==> src/rtl/tc_timer_pkg.sv <==
`default_nettype none
// ============================================================================
// Module  : tc_timer_pkg
// Purpose : Shared timer/counter constants: bridge address bounds, register
//           offsets, CTRL bit positions, MODE and FSM state encodings.
// Rev     : 1.0  initial release
// ============================================================================
package tc_timer_pkg;

  // Bridge decode windows for the two timer instances
  localparam logic [31:0] C_TC0_BASE = 32'h0000_7F00;
  localparam logic [31:0] C_TC0_LAST = 32'h0000_7F0F;
  localparam logic [31:0] C_TC1_BASE = 32'h0000_7F10;
  localparam logic [31:0] C_TC1_LAST = 32'h0000_7F1F;

  localparam logic [1:0] C_REG_CTRL   = 2'b00;
  localparam logic [1:0] C_REG_PRESET = 2'b01;
  localparam logic [1:0] C_REG_COUNT  = 2'b10;
  localparam logic [1:0] C_REG_RSVD   = 2'b11;

  localparam int C_CTRL_EN      = 0;
  localparam int C_CTRL_MODE_LO = 1;
  localparam int C_CTRL_MODE_HI = 2;
  localparam int C_CTRL_IM      = 3;
  localparam int C_CTRL_W       = 4;

  localparam logic [1:0] C_MODE_ONESHOT = 2'b00;
  localparam logic [1:0] C_MODE_RELOAD  = 2'b01;

  typedef enum logic [1:0] {
    ST_IDLE = 2'b00,
    ST_LOAD = 2'b01,
    ST_CNT  = 2'b10,
    ST_INT  = 2'b11
  } tc_state_t;

endpackage
`default_nettype wire

==> src/rtl/tc_timer.sv <==
`default_nettype none
// ============================================================================
// Module  : tc_timer
// Purpose : Memory-mapped down-counting timer with one-shot / auto-reload
//           modes and a maskable interrupt.
// Rev     : 1.0  initial release
// ============================================================================
module tc_timer
  import tc_timer_pkg::*;
#(
  parameter int W = 32
) (
  input  logic        clk,
  input  logic        reset_n,
  input  logic [31:0] addr,
  input  logic        we,
  input  logic [31:0] din,
  output logic [31:0] dout,
  output logic        irq
);

  tc_state_t           r_state;
  tc_state_t           w_state_nxt;
  logic [C_CTRL_W-1:0] r_ctrl;
  logic [W-1:0]        r_preset;
  logic [W-1:0]        r_count;
  logic                r_flag;

  logic       w_en;
  logic [1:0] w_mode;
  logic       w_wr_ctrl;
  logic       w_wr_preset;
  logic       w_cnt_load;
  logic       w_cnt_dec;
  logic       w_flag_set;
  logic       w_flag_release;
  logic       w_en_clr;
  logic       w_unused_bits;

  assign w_en        = r_ctrl[C_CTRL_EN];
  assign w_mode      = r_ctrl[C_CTRL_MODE_HI:C_CTRL_MODE_LO];
  assign w_wr_ctrl   = we && (addr[3:2] == C_REG_CTRL);
  assign w_wr_preset = we && (addr[3:2] == C_REG_PRESET);

  assign w_unused_bits = ^{addr[31:4], addr[1:0], din[31:C_CTRL_W]};

  always_ff @(posedge clk or negedge reset_n) begin
    if (!reset_n) begin
      r_state <= ST_IDLE;
    end else begin
      r_state <= w_state_nxt;
    end
  end

  always_comb begin
    w_state_nxt    = r_state;
    w_cnt_load     = 1'b0;
    w_cnt_dec      = 1'b0;
    w_flag_set     = 1'b0;
    w_flag_release = 1'b0;
    w_en_clr       = 1'b0;
    case (r_state)
      ST_IDLE: begin
        if (w_en) begin
          w_state_nxt = ST_LOAD;
        end
      end
      ST_LOAD: begin
        w_cnt_load  = 1'b1;
        w_state_nxt = ST_CNT;
      end
      ST_CNT: begin
        if (!w_en) begin
          w_state_nxt = ST_IDLE;
        end else if (r_count != '0) begin
          w_cnt_dec = 1'b1;
        end else begin
          w_flag_set  = 1'b1;
          w_state_nxt = ST_INT;
        end
      end
      ST_INT: begin
        // Reload goes straight back to LOAD so the period is PRESET+3
        if (w_mode == C_MODE_RELOAD) begin
          w_flag_release = 1'b1;
          w_state_nxt    = ST_LOAD;
        end else begin
          w_en_clr    = 1'b1;
          w_state_nxt = ST_IDLE;
        end
      end
      default: begin
        w_state_nxt = ST_IDLE;
      end
    endcase
  end

  // A CPU write to CTRL overrides the FSM's one-shot EN clear
  always_ff @(posedge clk or negedge reset_n) begin
    if (!reset_n) begin
      r_ctrl <= '0;
    end else if (w_wr_ctrl) begin
      r_ctrl <= din[C_CTRL_W-1:0];
    end else if (w_en_clr) begin
      r_ctrl[C_CTRL_EN] <= 1'b0;
    end
  end

  always_ff @(posedge clk or negedge reset_n) begin
    if (!reset_n) begin
      r_preset <= '0;
    end else if (w_wr_preset) begin
      r_preset <= din[W-1:0];
    end
  end

  always_ff @(posedge clk or negedge reset_n) begin
    if (!reset_n) begin
      r_count <= '0;
    end else if (w_cnt_load) begin
      r_count <= r_preset;
    end else if (w_cnt_dec) begin
      r_count <= r_count - W'(1);
    end
  end

  // Setting wins over a same-edge clear so an expiry is never lost
  always_ff @(posedge clk or negedge reset_n) begin
    if (!reset_n) begin
      r_flag <= 1'b0;
    end else if (w_flag_set) begin
      r_flag <= 1'b1;
    end else if (w_wr_ctrl || w_flag_release) begin
      r_flag <= 1'b0;
    end
  end

  assign irq = r_flag & r_ctrl[C_CTRL_IM];

  always_comb begin
    dout = 32'h0;
    case (addr[3:2])
      C_REG_CTRL:   dout = 32'(r_ctrl);
      C_REG_PRESET: dout = 32'(r_preset);
      C_REG_COUNT:  dout = 32'(r_count);
      C_REG_RSVD:   dout = 32'h0;
      default:      dout = 32'h0;
    endcase
  end

endmodule
`default_nettype wire

==> config.mk <==
export PLATFORM = sky130hd
export DESIGN_NAME = tc_timer
export DESIGN_NICKNAME = d
export VERILOG_FILES = /design/src/rtl/tc_timer_pkg.sv /design/src/rtl/tc_timer.sv
export SDC_FILE = /design/constraint.sdc
export NUM_CORES = 1
export LEC_CHECK = 0
export CAP_MARGIN = 20
export CORE_MARGIN = 4
export CORE_UTILIZATION = 49
export CTS_CLUSTER_DIAMETER = 200
export DETAILED_ROUTE_END_ITERATION = 8
export GPL_TIMING_DRIVEN = 0
export PLACE_DENSITY = 0.79
export SYNTH_ARGS = -nofsm -noshare
export SYNTH_HDL_FRONTEND = slang
export SYNTH_SLANG_ARGS = --single-unit
export TNS_END_PERCENT = 1
==> constraint.sdc <==
create_clock -name clk -period 3.6 [get_ports clk]
set_input_delay 1.08 -clock clk [delete_from_list [all_inputs] [get_ports clk]]
set_output_delay 1.08 -clock clk [all_outputs]
set_load 0.01 [all_outputs]
==> metrics.yaml, run 1 <==
grt_pass1_wl_mm: 17.4
rows: 32
root_buffer: "clkbuf_8"
synth_area_leader_cell: "dfrtp_1"
synth_area_per_cell_sq_um: 10.3
dp.final_hpwl_mm: 7.42
synth-seq-cells: 71
antenna_found_initial: 0
synth_flop_cell: "dfrtp_1"
postPlaceCellArea_sq_um: 4670
critical_path_class: "flop to flop"
clk_pin_slew_ns: 0.08
worst-r2r-cell-count: 8
ant_nets: 0
grt_pass1_vias: 3337
wl_mm: 11.0
hold_ws_ns: 0.514
synthTopCellsByCount: "dfrtp_1, mux2_2, nand2_1, a22o_1, nand3_1"
tightestPinTransition_ns: 1.07
drive_above_1_share: 0.165
ys_seq_area_frac: 0.460
min_period_ns: 3.43
drc: 0
cts.sinks: 71
setup_viol: 0
slew_headroom: 0.281
netlist_area_sq_um: 3860
crit_arrival_ns: 3.67
dieArea_sq_um: 9360
cp-start-kind: "flop"
path_buf_inv: 2
path_delay_family: "simple AND/OR/NAND/NOR gates"
skew_ns: 0.0153
start_util: 0.502
antenna_cells: 0
crit_chain: "inv_1 > ha_1 > or3b_2 > nor4_1 > a31oi_1 > buf_2 > a22oi_1 > o21ai_0"
max-cap-violations: 0
clockBufferDepth: 2
dieHeight_microns: 96.8
grt_max_degree: 72
status: "complete, no violations"
drtIter0Drc: 385
crit_path_end_kind: "flop"
fin_crit_sh: 0.952
fmax_mhz: 292
first_pass_iters: 5
vdd_drop_max_mv: 0.401
crit_required_ns: 3.84
synth_cells: 374
power.density_nw_per_um2: 659
synth-async-reset-ratio: 1.00
drt-wirelength-per-cell_microns: 19.5
hold_path.class: "flop to flop"
yosys-top-cells-area: "dfrtp_1, mux2_2, a22o_1"
gp_congestion: 0.868
rsz0062_at_grt: "false"
cp_max_fo: 10
cts_tree: "yes"
setup_tns_ns: 0
viasPerCell: 6.29
syn2layout_area_growth_pct: 29.7
fp.dieW_microns: 96.8
p_leak_nw: 2.37
crit_cells: 8
fin_nets: 523
hold_violations: 0
vias: 3534
h-tree-depth: 3
preCtsSetupSlack_ns: -1.05
max_stage_delay_ns: 0.79
synth-edff-count: 0
coreArea_sq_um: 7690
yosys_warnings: 0
yosysTopAreaCellShare: 0.460
yosysMostFrequentCell: "dfrtp_1"
port_buffers: 68
yosysUniqueCellTypes: 59
maxSlewViolCount: 0
grt_overflow_total: 0
cts_buffers: 9
design_area_sq_um: 5010
min_path_cells: 2
ios: 100
clkLatencyLatePin_ns: 0.36
syn_nets: 442
cpMaxStageDelayCell: "nor4_1"
grt.total_usage: 0.232
setup_slack_ns: 0.172
[per-stage QoR]
step                      cells  utilization  power, mW
after floorplan             374            -       2.13
after global placement      544        0.607       2.57
after detailed placement    544        0.607       2.62
after CTS                   560        0.642       3.29
after global routing        562        0.651       3.49
final                       562        0.651       3.30
[repair_timing]
action | 4_1_cts | 5_1_grt
hold buffers | 0 | 0
endpoints found under the setup margin | 32 | 21
pin swaps | 0 | 0
setup buffers | 0 | 2
resized for setup | 33 | 25
gates cloned | 0 | 0
[kinds of logic (layout without fill, tap and decap cells)]
family                     Yosys count  after routing  synth area share
adders and majority gates            1              1           0.00324
and+or+nand+nor                    122            122             0.169
DFF                                 71             71             0.460
buffers and inverters               38            124            0.0441
AOI/OAI and AO/OA                  103            103             0.212
muxes                               38             38             0.110
xor gates and xnor gates             1              1           0.00227
[cell usage in the layout, fill, tap and decap left out, drive strengths merged, types with 5 or more instances in the layout]
cell type      count
a21oi              5
o21ai             14
dlymetal6s2s      22
buf               15
nor2              12
or4               13
mux2              34
o211ai             9
nor4               9
nand2             32
clkdlybuf4s50     35
a22oi              6
or3               10
clkbuf            32
nor3              11
inv                8
a22o              28
dfrtp             71
a221o              7
nand3             20
dlygate4sd2        9
[area by class of cell]
cell class                      count  area, sq um
Timing Repair Buffer               70          738
Inverter                            8         30.0
Fill cell                         633         2680
Multi-Input combinational cell    265         1920
Tap cell                          102          128
Sequential cell                    71         1780
Clock inverter                      2         37.5
Buffer                             30          205
Clock buffer                       14          173
[flip-flops by register name, indices dropped and copies added, names as in the netlist]
register,flops
r_state,2
r_preset,32
r_ctrl,4
r_count,32
r_flag,1
[layer usage]
layer	share of wire	global-route usage
met1	0.43	0.312
met2	0.48	0.372
met3	0.069	0.0497
met5	0	0
met4	0.019	0.0832
[final timing paths]
check | end | slack (ns) | start
max | r_count[10]$_DFFE_PN0P_ | 0.17 | r_count[0]$_DFFE_PN0P_
min | r_count[27]$_DFFE_PN0P_ | 0.51 | r_preset[27]$_DFFE_PN0P_
max reg2reg | r_count[10]$_DFFE_PN0P_ | 0.17 | r_count[0]$_DFFE_PN0P_
min reg2reg | r_count[27]$_DFFE_PN0P_ | 0.51 | r_preset[27]$_DFFE_PN0P_
max in group asynchronous | r_count[4]$_DFFE_PN0P_ | 2.14 | reset_n
min in group asynchronous | r_preset[18]$_DFFE_PN0P_ | 0.84 | reset_n
[worst reg2reg max path: cells and delay by family, from the launching register on]
| family | cells | cell delay (ns) |
|---|---|---|
| simple gates | 2 | 1.33 |
| compound gates | 3 | 0.86 |
| buf+inv | 2 | 0.48 |
| flops | 1 | 0.44 |
| fa+ha+maj | 1 | 0.20 |
[power by group]
| group | internal, mW | switching (mW) | total, mW |
|---|---|---|---|
| combinational | 0.597 | 0.681 | 1.28 |
| sequential | 1.05 | 0.285 | 1.34 |
| clock | 0.378 | 0.306 | 0.684 |
| total | 2.03 | 1.27 | 3.30 |
Power figures use the tool's default switching activity.
==> inputs of run 2 (changes only) <==
--- a/config.mk
+++ b/config.mk
@@ -6,7 +6,7 @@
 export NUM_CORES = 1
 export LEC_CHECK = 0
 export CAP_MARGIN = 20
-export CORE_MARGIN = 4
+export CORE_MARGIN = 2
 export CORE_UTILIZATION = 49
 export CTS_CLUSTER_DIAMETER = 200
 export DETAILED_ROUTE_END_ITERATION = 8
==> run 2 against run 1 <==
- the run now ends with negative setup slack left
- sequential power about the same
- critical endpoint is now dout[17]
- register-to-register slack improved by 0.12 ns
- first-iteration DRC count fell by 13%
==> metrics.yaml, run 2 (synthesized netlist as in run 1, its figures left out) <==
status: "finished with violations"
failed_checks: "negative setup slack"
cp-start-kind: "input port"
setup_tns_ns: -0.0917  # -0.0917 ns
grt_pass1_vias: 3394  # +1.7%
fmax_mhz: 275  # -5.7%
hold_violations: 0  # unchanged
cts.sinks: 71  # unchanged
start_util: 0.502  # unchanged
clockBufferDepth: 2  # unchanged
crit_arrival_ns: 2.55  # -1.12 ns
clk_pin_slew_ns: 0.07  # about the same
fin_crit_sh: 1.01  # +0.0570
cts_tree: "yes"
tightestPinTransition_ns: 1.09  # +0.0210 ns
vdd_drop_max_mv: 0.322  # -20%
setup_slack_ns: -0.0329  # -0.205 ns
syn2layout_area_growth_pct: 27.5
fp.dieW_microns: 92.8  # -4.1%
hold_ws_ns: 0.505  # -0.00905 ns
ios: 100  # unchanged
root_buffer: "clkbuf_8"
slew_headroom: 0.267  # -0.0140
grt.total_usage: 0.257  # +0.0251
drt-wirelength-per-cell_microns: 19.4  # -0.60%
max-cap-violations: 0  # unchanged
critical_path_class: "input port to output pin"
min_period_ns: 3.63  # +0.205 ns
final_cell_mix: "dfrtp_1, clkdlybuf4s50_1, mux2_2"
gp_congestion: 0.898  # +3.4%
p_leak_nw: 2.18  # -7.7%
cp_max_fo: 7  # -3
rsz0062_at_grt: "true"
crit_required_ns: 2.52  # -1.32 ns
h-tree-depth: 3  # unchanged
ff2ff_setup_slack_ns: 0.29  # +0.12 ns
skew_ns: 0.00920  # -0.00612 ns
port_buffers: 68  # unchanged
dieArea_sq_um: 8610  # -8.1%
vias: 3569  # +0.99%
clkLatencyLatePin_ns: 0.35  # about the same
cts_buffers: 9  # unchanged
power.density_nw_per_um2: 642  # -2.5%
dieHeight_microns: 92.8  # -4.1%
r2r_start: "r_count[0]$_DFFE_PN0P_"
grt_pass1_wl_mm: 17.1  # -1.4%
maxSlewViolCount: 0  # unchanged
antenna_cells: 0  # unchanged
hold_path.class: "flop to flop"
drive_above_1_share: 0.162  # -0.00329
reg_top3: "r_count (32), r_preset (32), r_ctrl (4)"
final_common_cell: "dfrtp_1"
fin_nets: 523  # unchanged
rows: 32  # unchanged
setup_viol: 4  # +4
coreArea_sq_um: 7690  # unchanged
wl_mm: 10.8  # -1.1%
antenna_found_initial: 0  # unchanged
utilization: 0.640  # -0.0109
cts_hold_buf: 0  # unchanged
dp.final_hpwl_mm: 7.21  # -2.8%
first_pass_iters: 5  # unchanged
viasPerCell: 6.38  # +1.5%
drtIter0Drc: 336  # -13%
grt_overflow_total: 0  # unchanged
r2r-end: "r_count[25]$_DFFE_PN0P_"
drc: 0  # unchanged
ant_nets: 0  # unchanged
grt_max_degree: 72  # unchanged
cp-startpoint: "addr[2]"
crit_path_end_kind: "output pin"
worst-r2r-cell-count: 6  # -2
endpoint: "dout[17]"
[run 2: cell count changes in the layout (fill, tap and decap cells not counted), sizes merged]
cell           before  now
bufinv              1    0
clkinvlp            1    0
clkinv              0    2
dlymetal6s2s       22    9
dlygate4sd2         9   18
clkbuf             32   29
clkdlybuf4s50      35   39
[run 2: worst min path at each step]
stage | start | to | slack [ns] | cells after the start
final | r_preset[27]$_DFFE_PN0P_ | r_count[27]$_DFFE_PN0P_ | 0.51 | 2
after detailed placement | r_preset[7]$_DFFE_PN0P_ | r_count[7]$_DFFE_PN0P_ | 0.50 | 2
after global routing | r_preset[23]$_DFFE_PN0P_ | r_preset[23]$_DFFE_PN0P_ | 0.55 | 1
after global placement | r_preset[27]$_DFFE_PN0P_ | r_count[27]$_DFFE_PN0P_ | 0.49 | 2
after floorplan | r_preset[27]$_DFFE_PN0P_ | r_count[27]$_DFFE_PN0P_ | 0.47 | 2
after CTS | r_preset[27]$_DFFE_PN0P_ | r_count[27]$_DFFE_PN0P_ | 0.52 | 2
[run 2: final cells by class]
| class | instances | area (sq um) |
|---|---|---|
| flip-flops and latches | 71 | 1780 |
| repair buffers | 70 | 694 |
| clock inverters | 2 | 10.0 |
| well taps | 102 | 128 |
| clock buffers | 11 | 141 |
| fillers | 649 | 2760 |
| inverters | 8 | 30.0 |
| plain buffers | 30 | 220 |
| multi-input cells | 265 | 1920 |
[run 2: power breakdown]
part	internal [mW]	switching, mW	total, mW	leakage (nW)
registers	1.05	0.289	1.34	0.867
logic	0.592	0.682	1.27	1.24
clock network	0.255	0.289	0.544	0.0809
[run 2: worst max-delay path, cell delays in order]
cell,delay (ns)
clkdlybuf4s15_2,0.24
nor2b_1,0.18
clkbuf_8,0.21
buf_4,0.14
a22o_1,0.17
clkdlybuf4s50_1,0.54
[run 2: routing by layer]
metal / track usage / up-vias / routed length [microns]
met4: 0.110 / 0 / 319
met3: 0.0391 / 43 / 827
li1: - / 1608 / -
met2: 0.406 / 184 / 5170
met5: 0 / - / 0
met1: 0.355 / 1734 / 4520
[run 2: timing repair]
item                       in CTS  in global routing
buffers inserted                0                  2
resized for setup              44                 12
setup endpoints to repair      32                 13
hold endpoints to repair        0                  0
[run 2: stage by stage]
step	instances	total power, mW	instance area [sq um]	worst slack (ns)
after floorplan	374	2.13	3860	0.220
after global placement	544	2.56	4670	-1.09
after detailed placement	544	2.61	4670	-1.13
after CTS	557	3.13	4880	-0.00308
after global routing	559	3.35	4920	-0.0685
final	559	3.16	4920	-0.0329
